[config.mk]
export PLATFORM = sky130hd
export DESIGN_NAME = fetch_dispatch_ctrl
export DESIGN_NICKNAME = d
export VERILOG_FILES = /design/src/rtl/fetch_dispatch_ctrl.sv
export SDC_FILE = /design/constraint.sdc
export NUM_CORES = 1
export LEC_CHECK = 0
export CAP_MARGIN = 20
export CORE_MARGIN = 3
export CORE_UTILIZATION = 41
export CTS_BUF_LIST = sky130_fd_sc_hd__clkbuf_2
export DETAILED_ROUTE_END_ITERATION = 10
export HOLD_SLACK_MARGIN = 0.03
export PLACE_DENSITY = 0.77
export SLEW_MARGIN = 15
export SYNTH_ARGS = -nofsm -noshare
export SYNTH_HDL_FRONTEND = slang
export SYNTH_SLANG_ARGS = --single-unit
[constraint.sdc]
create_clock -name clk -period 1.5 [get_ports clk]
set_input_delay 0.225 -clock clk [delete_from_list [all_inputs] [get_ports clk]]
set_output_delay 0.225 -clock clk [all_outputs]
set_load 0.005 [all_outputs]
[src/rtl/fetch_dispatch_ctrl.sv]
// Fetch/dispatch controller: fetches 16-bit instructions from a registered ROM into the
// instruction register and hands them to execute FSMs until done, halt or timeout.
module fetch_dispatch_ctrl #(
  parameter int ADDR_W  = 8,
  parameter int TIMEOUT = 15
) (
  input  logic              clk,
  input  logic              rst,
  input  logic              run,
  output logic [ADDR_W-1:0] memAddr,
  input  logic [15:0]       memData,
  input  logic              pcInc,
  input  logic              done,
  output logic [15:0]       instruction,
  output logic              irValid,
  output logic              halted,
  output logic              fault,
  output logic [2:0]        state_dbg
);

  localparam logic [2:0] S_IDLE  = 3'd0;
  localparam logic [2:0] S_FETCH = 3'd1;
  localparam logic [2:0] S_LATCH = 3'd2;
  localparam logic [2:0] S_EXEC  = 3'd3;
  localparam logic [2:0] S_HALT  = 3'd4;
  localparam logic [2:0] S_FAULT = 3'd5;

  localparam int CNT_W = $clog2(TIMEOUT + 1);
  localparam logic [CNT_W-1:0]  CNT_MAX = CNT_W'(TIMEOUT);
  localparam logic [CNT_W-1:0]  CNT_ONE = CNT_W'(1);
  localparam logic [ADDR_W-1:0] PC_ONE  = ADDR_W'(1);

  localparam logic [3:0] OP_NOP  = 4'b0000;
  localparam logic [3:0] OP_HALT = 4'b1111;

  logic [2:0]        state_q;
  logic [ADDR_W-1:0] pc_q;
  logic [15:0]       ir_q;
  logic [CNT_W-1:0]  cnt_q;

  // Handshake: pcInc and done are single-cycle strobes from the execute FSMs and are only
  // sampled while irValid is high; the IR stays stable until the cycle after done.
  always_ff @(posedge clk or posedge rst) begin
    if (rst) begin
      state_q <= S_IDLE;
      pc_q    <= '0;
      ir_q    <= '0;
      cnt_q   <= '0;
    end else begin
      case (state_q)
        S_IDLE: begin
          ir_q <= '0;
          if (run) state_q <= S_FETCH;
        end
        S_FETCH: state_q <= S_LATCH;
        S_LATCH: begin
          if (memData[15:12] == OP_HALT) begin
            ir_q    <= '0;
            state_q <= S_HALT;
          end else if (memData[15:12] == OP_NOP) begin
            ir_q    <= memData;
            pc_q    <= pc_q + PC_ONE;
            state_q <= run ? S_FETCH : S_IDLE;
          end else begin
            ir_q    <= memData;
            cnt_q   <= CNT_ONE;
            state_q <= S_EXEC;
          end
        end
        S_EXEC: begin
          if (pcInc) pc_q <= pc_q + PC_ONE;
          if (done) begin
            ir_q    <= '0;
            cnt_q   <= '0;
            state_q <= run ? S_FETCH : S_IDLE;
          end else if (cnt_q == CNT_MAX) begin
            ir_q    <= '0;
            state_q <= S_FAULT;
          end else begin
            cnt_q <= cnt_q + CNT_ONE;
          end
        end
        S_HALT, S_FAULT: ir_q <= '0;
        default: begin
          ir_q    <= '0;
          state_q <= S_IDLE;
        end
      endcase
    end
  end

  assign memAddr     = pc_q;
  assign instruction = ir_q;
  assign irValid     = (state_q == S_EXEC);
  assign halted      = (state_q == S_HALT);
  assign fault       = (state_q == S_FAULT);
  assign state_dbg   = state_q;

endmodule

* After elaboration in Yosys (flattened, before gate mapping)
Cells that the tools add are included.
Cells by class: equality and inequality tests 14, reduce and logical (&&, ||, !) cells 8, bitwise logic cells 2, magnitude comparators 0, add/subtract/negate cells 2, muxes and demuxes 20, shift operators 0, multiply operators 0, divide/modulo/power cells 0
Operators with widths (count):
- 2-to-1 mux 16 bit | 3
- case mux 16 bit (3 select lines) | 1
- 2-to-1 mux 8 bit | 3
- 2-to-1 mux 4 bit | 4
- case mux 8 bit (2 select lines) | 1
- case mux 3 bit (5 select lines) | 1
- 2-to-1 mux 3 bit | 4
- inequality test 2 bit, second input constant | 5
- adder 8 x 1 -> 8 bit, second input constant | 1
- == test 4 bit, second input constant | 2
- case mux 4 bit (2 select lines) | 1
- AND reduction 4 bit | 2
- == test 3 x 2 -> 1 bit, second input constant | 2
- == test 3 bit, second input constant | 2
- adder 4 x 1 -> 4 bit, second input constant | 1
- logical NOT 4 bit | 1
- == test 3 x 1 -> 1 bit, second input constant | 1
- logical NOT 3 bit | 1
- inequality test 3 x 2 -> 1 bit, second input constant | 1
- inequality test 3 bit, second input constant | 1
- AND reduction 3 bit | 1
- 2-to-1 mux 2 bit | 1
- NOT 1 bit | 2
- AND reduction 2 bit | 1
- 3 further kinds | 3
Word-level totals: output and inout bits 30, memories 0, memory bits (read-only) 0, input port bits 21, RAM bits 0, register bits after elaboration 31, latch bits 0

* Longest topological paths before layout
Gate-level depths: netlist (run 1).
depth after elaboration 4, depth in mapped cells 6, depth with buffers taken out 5

* Worst setup path after synthesis (run 1)
No wires, ideal clock.
kind reg-to-reg, start point register cnt_q[0], end point register ir_q[10] (netlist: instruction[10]), cell stages (with the launch flop) 7, required time 1435 ps, setup slack -88 ps, arrival 1522 ps, path through dfrtp_1 ha_1 and3_1 o21a_1 nor3_4 buf_2 a22o_1
On the way: cells in the longest elaborated chain, start to end 3
RTL lines:
- from (decl) | line 39 | logic [CNT_W-1:0] cnt_q;
- from (signal assigned) | line 80 | cnt_q <= cnt_q + CNT_ONE;
- == test 4 bit | line 76 | end else if (cnt_q == CNT_MAX) begin
- inequality test 3 x 2 -> 1 bit (no line)
- AND reduction 2 bit (no line)
- to (signal assigned) | line 61 | ir_q <= memData;
- to (signal assigned) | line 65 | ir_q <= memData;
- to (decl) | line 38 | logic [15:0] ir_q;
Every way passes these cells. A chain may end at the register's enable or synchronous reset.

* Worst setup path after layout (run 1)
start point register cnt_q[0], end point register ir_q[1] (netlist: instruction[1])
Same word-level chain as after synthesis.

==> flow_summary.toml, run 1 <==
[global_route]
grt_pass1_wl_um = 6420
antenna_found_initial = 0
grt_use_total = 0.202
grt_max_degree = 32
grt_pass1_vias = 1405
grt_overflow = 0

[clock_tree]
root_buffer = "clkbuf_2"
clkLatencyLatePin_ns = 0.37
clk_pin_slew_ns = 0.17
clockBufferDepth = 2
clkSinkCount = 31
cts_buffers = 5
cts_tree = "done"
h-tree-depth = 2

[yosys]
postSynthCellCount = 118
avgSynthCellArea_um2 = 11.9
ys_types = 35
yosys_warnings = 0
synth-seq-area-share = 0.553
ys_ff_latch = 31
synthArstFlopShare = 1.00
synth_edf_count = 0
synth_top_area_frac = 0.553
yosys-top-cells-area = "dfrtp_1 55%, a22o_1 11%, xnor2_1 3.7%"
synth_top_area_cell = "dfrtp_1"
syn-num-nets = 141
synth_ff_type = "dfrtp_1"
synth_area_um2 = 1400

[floorplan]
ios = 51
die_h_um = 64.5
initial_core_util = 0.445
design.core.area_um2 = 3150
die_x_um = 64.5
row_count = 20
die_area_um2 = 4160

[timing]
finClkSkew_ns = 0.0110
whs_ns = 0.212
report.final.slew_viol_count = 0
min_period_ns = 1.53
relSlewSlack = 0.708
period_share = 1.02
hold_viol = 0
rsz0062_at_grt = "true"
setup_violations = 8
setup_ws_ns = -0.0264
worst_pin_slew_ns = 0.434
timing.fmax_mhz = 655

[detailed_routing]
drc_errors = 0
totalWireLength_um = 4090
dr_wl_met3_um = 279
num_vias = 1360
drt-pass1-iter-count = 4
ant_nets = 0
wl_met2_um = 1980
drtIter0Drc = 36
routedWlPerCell_um = 15.7
viasPerCell = 5.23
wl_met1_um = 1710
dr.max_layer_used = "met4"

[status]
status = "complete, but fails checks"
violations = "setup timing"

[power_and_ir_drop]
p_leak_uw = 0.00135
powerDensity_nw_per_um2 = 1770
worst_ir_drop_vdd_v = 0.000997

[critical_path]
crit_required_ns = 1.81
worstPathMaxFanout = 17
endpoint_kind = "flop"
crit_type = "reg -> reg"
cp.arrival_ns = 1.83
startpoint_type = "flop"

[place]
port_buffers = 50
gp_congestion = 0.824
dp.cells = 227
hpwl_um = 2570
pre_cts_ws_ns = -0.362

[final_layout]
layout_commonest_cell = "buf_4"
layout_common_cells = "40 x buf_4, 27 x dfrtp_1, 20 x clkdlybuf4s50_1"
area_growth_pct = 71.9
drive_above_1_share = 0.329
fin_nets = 238
stdcell_count = 260
antenna_cells = 0

[job]
drv_cap = 0

[min_path]
min_path_type = "in -> async"
[routing by layer]
metal,global-route usage,up-vias
met5,0,-
met4,0.111,0
met2,0.338,62
met1,0.243,643
met3,0.0399,12
li1,-,643
[cells in the mapped netlist, types with 2 or more instances]
cell / count
dfrtp_1: 31
o21ai_1: 3
nor2_1: 8
and3_1: 4
xnor2_1: 6
o21ai_0: 3
nand2_1: 2
nand4_1: 7
nand2b_1: 3
o211ai_1: 2
a21oi_1: 3
buf_2: 2
nand3_1: 3
nor3_1: 2
a22o_1: 17
ha_1: 2
inv_1: 2
[report_power, final]
| group | internal, uW | switching [uW] | leakage [uW] |
|---|---|---|---|
| sequential | 1160 | 226 | 0.000401 |
| combinational | 1370 | 946 | 0.000907 |
| clock | 274 | 294 | 0.0000404 |
| total | 2800 | 1470 | 0.00135 |
[registers in the layout (all words and copies together) (netlist names)]
name         count
instruction     16
memAddr          8
state_dbg        3
cnt_q            4
[stage by stage]
step           utilization  power, uW  instance area [um2]  setup TNS [ns]
6_report             0.765       4270                 2410         -0.0813
5_1_grt              0.765       4550                 2410           -1.62
4_1_cts              0.728       4120                 2300          -0.150
3_5_place_dp         0.668       3370                 2110           -6.56
3_3_place_gp         0.668       3290                 2110           -5.15
2_1_floorplan            -       2270                 1420          -0.340
[what timing repair did]
| action | in CTS | in global routing |
|---|---|---|
| endpoints found under the hold margin | 0 | 0 |
| buffers inserted | 16 | 10 |
| resized for setup | 38 | 19 |
| endpoints found under the setup margin | 37 | 40 |
| pin swaps | 1 | 8 |
| hold buffers | 0 | 0 |
[critical path: stages (launching register included)]
cell	delay [ns]
dfrtp_1	0.41
ha_2	0.19
and3_4	0.16
o21a_1	0.19
nor3_4	0.19
buf_12	0.17
a22o_1	0.15
[final timing paths]
check | startpoint | end | slack [ns] | cells after the start
worst max-delay path | cnt_q[0]$_DFFE_PP0P_ | instruction[1]$_DFFE_PP0P_ | -0.03 | 6
worst min-delay path | rst | memAddr[0]$_DFFE_PP0P_ | 0.21 | 3
worst max register to register | cnt_q[0]$_DFFE_PP0P_ | instruction[1]$_DFFE_PP0P_ | -0.03 | 6
worst min register to register | instruction[3]$_DFFE_PP0P_ | instruction[3]$_DFFE_PP0P_ | 0.52 | 1
max in group asynchronous | rst | state_dbg[2]$_DFFE_PP0P_ | 0.97 | 3
min in group clk | memData[9] | instruction[9]$_DFFE_PP0P_ | 0.45 | 2
[cell families after synthesis]
family                   after synthesis  share of synthesized area
AND/OR/NAND/NOR                       37                      0.168
XOR/XNOR                               7                     0.0437
multiplexers                           1                     0.0107
AO/OA/AOI/OAI                         33                      0.177
flip-flops                            31                      0.553
buffers and inverters                  7                     0.0303
adder cells (fa/ha/maj)                2                     0.0178
[layout make-up]
| cell class | count | area [um2] |
|---|---|---|
| clock inverters | 3 | 38.8 |
| repair buffers | 94 | 866 |
| fillers | 211 | 742 |
| multi-input cells | 80 | 632 |
| inverters | 3 | 13.8 |
| clock buffers | 5 | 25.0 |
| flip-flops and latches | 31 | 781 |
| well taps | 44 | 55.1 |
(Power assumes the default switching activity.)
==> inputs of run 2 (changes only) <==
REMOVE_ABC_BUFFERS = 1   (was unset)
==> flow_summary.toml, run 2 (synthesized netlist as in run 1, its figures left out) <==
[status]
status = "complete, but fails checks"
violations = "setup timing"

[clock_tree]
cts_tree = "done"
clockBufferDepth = 2
clkSinkCount = 31
cts_buffers = 5
cts_hold_buf = 0
h-tree-depth = 2
clkLatencyLatePin_ns = 0.37
root_buffer = "clkbuf_2"
clk_pin_slew_ns = 0.18

[global_route]
grt_pass1_vias = 1465
grt_use_total = 0.218
grt_max_degree = 32
antenna_found_initial = 0
grt_overflow = 0
grt_pass1_wl_um = 6870

[final_layout]
final_area_um2 = 2420
largest_reg_flops = 16
fin_nets = 234
stdcell_count = 256
fillers = 198
seq_area_um2 = 778
layout_common_cells = "32 x buf_4, 29 x dfrtp_1, 22 x dlymetal6s2s_1"
area_growth_pct = 72.4
multi_input_area_um2 = 638
antenna_cells = 0
layout_commonest_cell = "buf_4"
drive_above_1_share = 0.311

[power_and_ir_drop]
worst_ir_drop_vdd_v = 0.00104
powerDensity_nw_per_um2 = 1740
p_leak_uw = 0.00142
total_power_uw = 4220

[timing]
finClkSkew_ns = 0.0175
report.final.slew_viol_count = 0
setup_ws_ns = -0.0850
fin_setup_tns_ns = -0.128
setup_violations = 3
min_period_ns = 1.58
period_share = 1.06
hold_viol = 0
relSlewSlack = 0.730
worst_pin_slew_ns = 0.402
rsz0062_at_grt = "true"
timing.fmax_mhz = 631

[critical_path]
crit_required_ns = 1.27
crit_type = "reg -> out"
startpoint_type = "flop"
critical_path_buf_inv_count = 2
endpoint_kind = "primary output"
cp.arrival_ns = 1.36
crit_path_max_incr_delay_ns = 0.42
slowest_stage = "dfrtp_1"
critPathTopFamily = "flip-flops"
worstPathMaxFanout = 3
path_cells = "or2b_1 > buf_6 > nor2_1 > buf_2"

[job]
drv_cap = 0

[floorplan]
design.core.area_um2 = 3150
die_area_um2 = 4160
ios = 51
die_h_um = 64.5
die_x_um = 64.5
row_count = 20
initial_core_util = 0.445

[detailed_routing]
routedWlPerCell_um = 16.1
num_vias = 1342
viasPerCell = 5.24
drt-pass1-iter-count = 4
drtIter0Drc = 69
ant_nets = 0
totalWireLength_um = 4130
drc_errors = 0

[place]
hpwl_um = 2650
port_buffers = 50
dp.cells = 224
gp_congestion = 0.771
dpl_cell_area_um2 = 2070

[min_path]
min_path_type = "in -> async"
run 2: worst reg2reg max path: cells and delay by family (launching register included):
family | cells | cell delay (ns)
buf+inv | 1 | 0.17
compound gates | 2 | 0.33
flops | 1 | 0.42
simple gates | 2 | 0.32
fa+ha+maj | 1 | 0.19
run 2: worst paths after layout:
check / start / end / slack, ns / cells after the start
setup / recovery: state_dbg[2]$_DFFE_PP0P_ / halted / -0.08 / 4
hold / removal: rst / memAddr[1]$_DFFE_PP0P_ / 0.21 / 3
setup reg to reg: cnt_q[0]$_DFFE_PP0P_ / instruction[14]$_DFFE_PP0P_ / 0.01 / 6
hold reg to reg: instruction[8]$_DFFE_PP0P_ / instruction[8]$_DFFE_PP0P_ / 0.51 / 1
max in group asynchronous: rst / state_dbg[0]$_DFFE_PP0P_ / 0.98 / 3
min in group clk: memData[11] / instruction[11]$_DFFE_PP0P_ / 0.46 / 2
run 2: where the power goes:
| part | total (uW) | switching [uW] | internal (uW) |
|---|---|---|---|
| registers | 1350 | 190 | 1160 |
| logic | 2470 | 1020 | 1460 |
| clock network | 399 | 295 | 104 |
run 2: through the flow:
stage	hold WS (ns)	utilization	setup WS, ns
global route	0.234	0.767	-0.180
global placement	0.462	0.658	-0.278
CTS	0.221	0.718	-0.0952
floorplan	0.317	-	-0.0845
finish	0.205	0.767	-0.0850
detailed placement	0.466	0.658	-0.373
run 2: final cells by class:
class                           count  area share
Inverter                            3     0.00569
Multi-Input combinational cell     80       0.264
Clock buffer                        5      0.0103
Sequential cell                    31       0.322
Tap cell                           44      0.0228
Timing Repair Buffer               90       0.369
Clock inverter                      3     0.00621
run 2: timing repair:
item,CTS,global route
setup buffers,17,7
setup endpoints to repair,37,50
gates resized for setup,34,31
pin swaps,1,7
run 2: routing by layer:
| metal | vias up | track usage | routed length [um] |
|---|---|---|---|
| li1 | 631 | - | - |
| met1 | 647 | 0.244 | 1710 |
| met2 | 54 | 0.375 | 2040 |
| met3 | 10 | 0.0936 | 289 |
| met4 | 0 | 0.0660 | 84 |
| met5 | - | 0 | 0 |
==> inputs of run 3 (changes only) <==
CORE_ASPECT_RATIO = 0.8   (was unset)
==> flow_summary.toml, run 3 (synthesized netlist as in run 1, its figures left out) <==
[job]
drv_cap = 0

[status]
status = "complete, but fails checks"
violations = "setup timing"

[global_route]
grt_max_degree = 32
grt_use_total = 0.201
grt_pass1_vias = 1369
grt_pass1_wl_um = 6430
antenna_found_initial = 0
grt_overflow = 0

[detailed_routing]
ant_nets = 0
drtIter0Drc = 42
num_vias = 1365
viasPerCell = 5.33
totalWireLength_um = 4450
routedWlPerCell_um = 17.4
drt-pass1-iter-count = 4
drc_errors = 0

[final_layout]
fillers = 183
fin_util = 0.781
drive_above_1_share = 0.347
multi_input_area_um2 = 661
final_area_um2 = 2480
largest_reg_flops = 16
stdcell_count = 256
fin_nets = 238
layout_common_cells = "31 x buf_4, 29 x dfrtp_1, 20 x clkdlybuf4s50_1"
layout_commonest_cell = "buf_4"
area_growth_pct = 76.8
seq_area_um2 = 778
antenna_cells = 0

[place]
hpwl_um = 2470
dpl_cell_area_um2 = 2070
port_buffers = 50
gp_congestion = 0.823
dp.cells = 222

[critical_path]
critPathTopFamily = "flip-flops"
endpoint_kind = "primary output"
startpoint_type = "flop"
path_cells = "or2b_1 > buf_6 > nor2_2 > buf_2"
cp.arrival_ns = 1.39
slowest_stage = "dfrtp_1"
crit_type = "reg -> out"
worstPathMaxFanout = 3
critical_path_buf_inv_count = 2
crit_required_ns = 1.27
crit_path_max_incr_delay_ns = 0.44

[timing]
period_share = 1.08
worst_pin_slew_ns = 0.391
report.final.slew_viol_count = 0
timing.fmax_mhz = 617
setup_ws_ns = -0.120
finClkSkew_ns = 0.00901
relSlewSlack = 0.739
hold_viol = 0
setup_violations = 29
min_period_ns = 1.62
rsz0062_at_grt = "true"

[clock_tree]
clkSinkCount = 31
cts_buffers = 5
clk_pin_slew_ns = 0.17
h-tree-depth = 2
cts_hold_buf = 0
clkLatencyLatePin_ns = 0.37
cts_tree = "done"
root_buffer = "clkbuf_2"
clockBufferDepth = 2

[floorplan]
row_count = 18
die_h_um = 58.3
die_area_um2 = 4160
design.core.area_um2 = 3180
ios = 51
initial_core_util = 0.442
die_x_um = 71.4

[power_and_ir_drop]
powerDensity_nw_per_um2 = 1800
p_leak_uw = 0.00140
worst_ir_drop_vdd_v = 0.00113

[min_path]
min_path_type = "in -> async"
[run 3: repair_timing]
action | in CTS | in global routing
pin swaps | 3 | 30
setup endpoints to repair | 34 | 47
buffers inserted | 17 | 11
cloned | 0 | 1
gates resized for setup | 42 | 34
endpoints found under the hold margin | 0 | 0
[run 3: worst reg2reg max path, delay by kind of cell (launching register included)]
| kind | cells | cell delay [ns] |
|---|---|---|
| and+or+nand+nor | 2 | 0.43 |
| DFF | 1 | 0.43 |
| buffers and inverters | 2 | 0.25 |
| AOI/OAI and AO/OA | 1 | 0.22 |
| xor gates and xnor gates | 1 | 0.16 |
[run 3: worst paths after layout]
path	slack (ns)	depth (start not counted)	endpoint	from
hold reg to reg	0.52	1	instruction[8]$_DFFE_PP0P_	instruction[8]$_DFFE_PP0P_
min in group clk	0.45	2	instruction[1]$_DFFE_PP0P_	memData[1]
setup / recovery	-0.12	4	fault	state_dbg[1]$_DFFE_PP0P_
max in group asynchronous	0.99	3	memAddr[0]$_DFFE_PP0P_	rst
hold / removal	0.20	3	memAddr[1]$_DFFE_PP0P_	rst
setup reg to reg	-0.08	6	memAddr[5]$_DFFE_PP0P_	state_dbg[2]$_DFFE_PP0P_
[run 3: cell type report]
cell class,count,area share
multi-input combinational,80,0.266
timing repair buffer,94,0.368
inverter,3,0.00555
clock buffer,5,0.0101
tap,40,0.0202
sequential,31,0.314
clock inverter,3,0.0156
[run 3: metal layers]
metal,share of wire,track usage,up-vias
met1,0.42,0.243,676
met2,0.50,0.330,42
met5,0,0,-
met3,0.064,0.0768,9
met4,0.017,0.0724,0
li1,-,-,638
[run 3: metrics by stage]
stage / setup WS [ns] / TNS [ns] / hold slack (ns) / power (uW)
after global routing: -0.207 / -3.42 / 0.199 / 4750
after global placement: -0.287 / -4.57 / 0.462 / 3270
after floorplan: -0.0845 / -1.26 / 0.317 / 2190
after detailed placement: -0.359 / -5.43 / 0.466 / 3330
final: -0.120 / -0.994 / 0.204 / 4470
after CTS: -0.120 / -0.128 / 0.205 / 4090
[run 3: where the power goes]
part | leakage [uW] | switching [uW] | total [uW] | internal (uW)
logic | 0.000957 | 1050 | 2530 | 1480
clock network | 0.0000404 | 305 | 580 | 274
registers | 0.000404 | 204 | 1360 | 1160
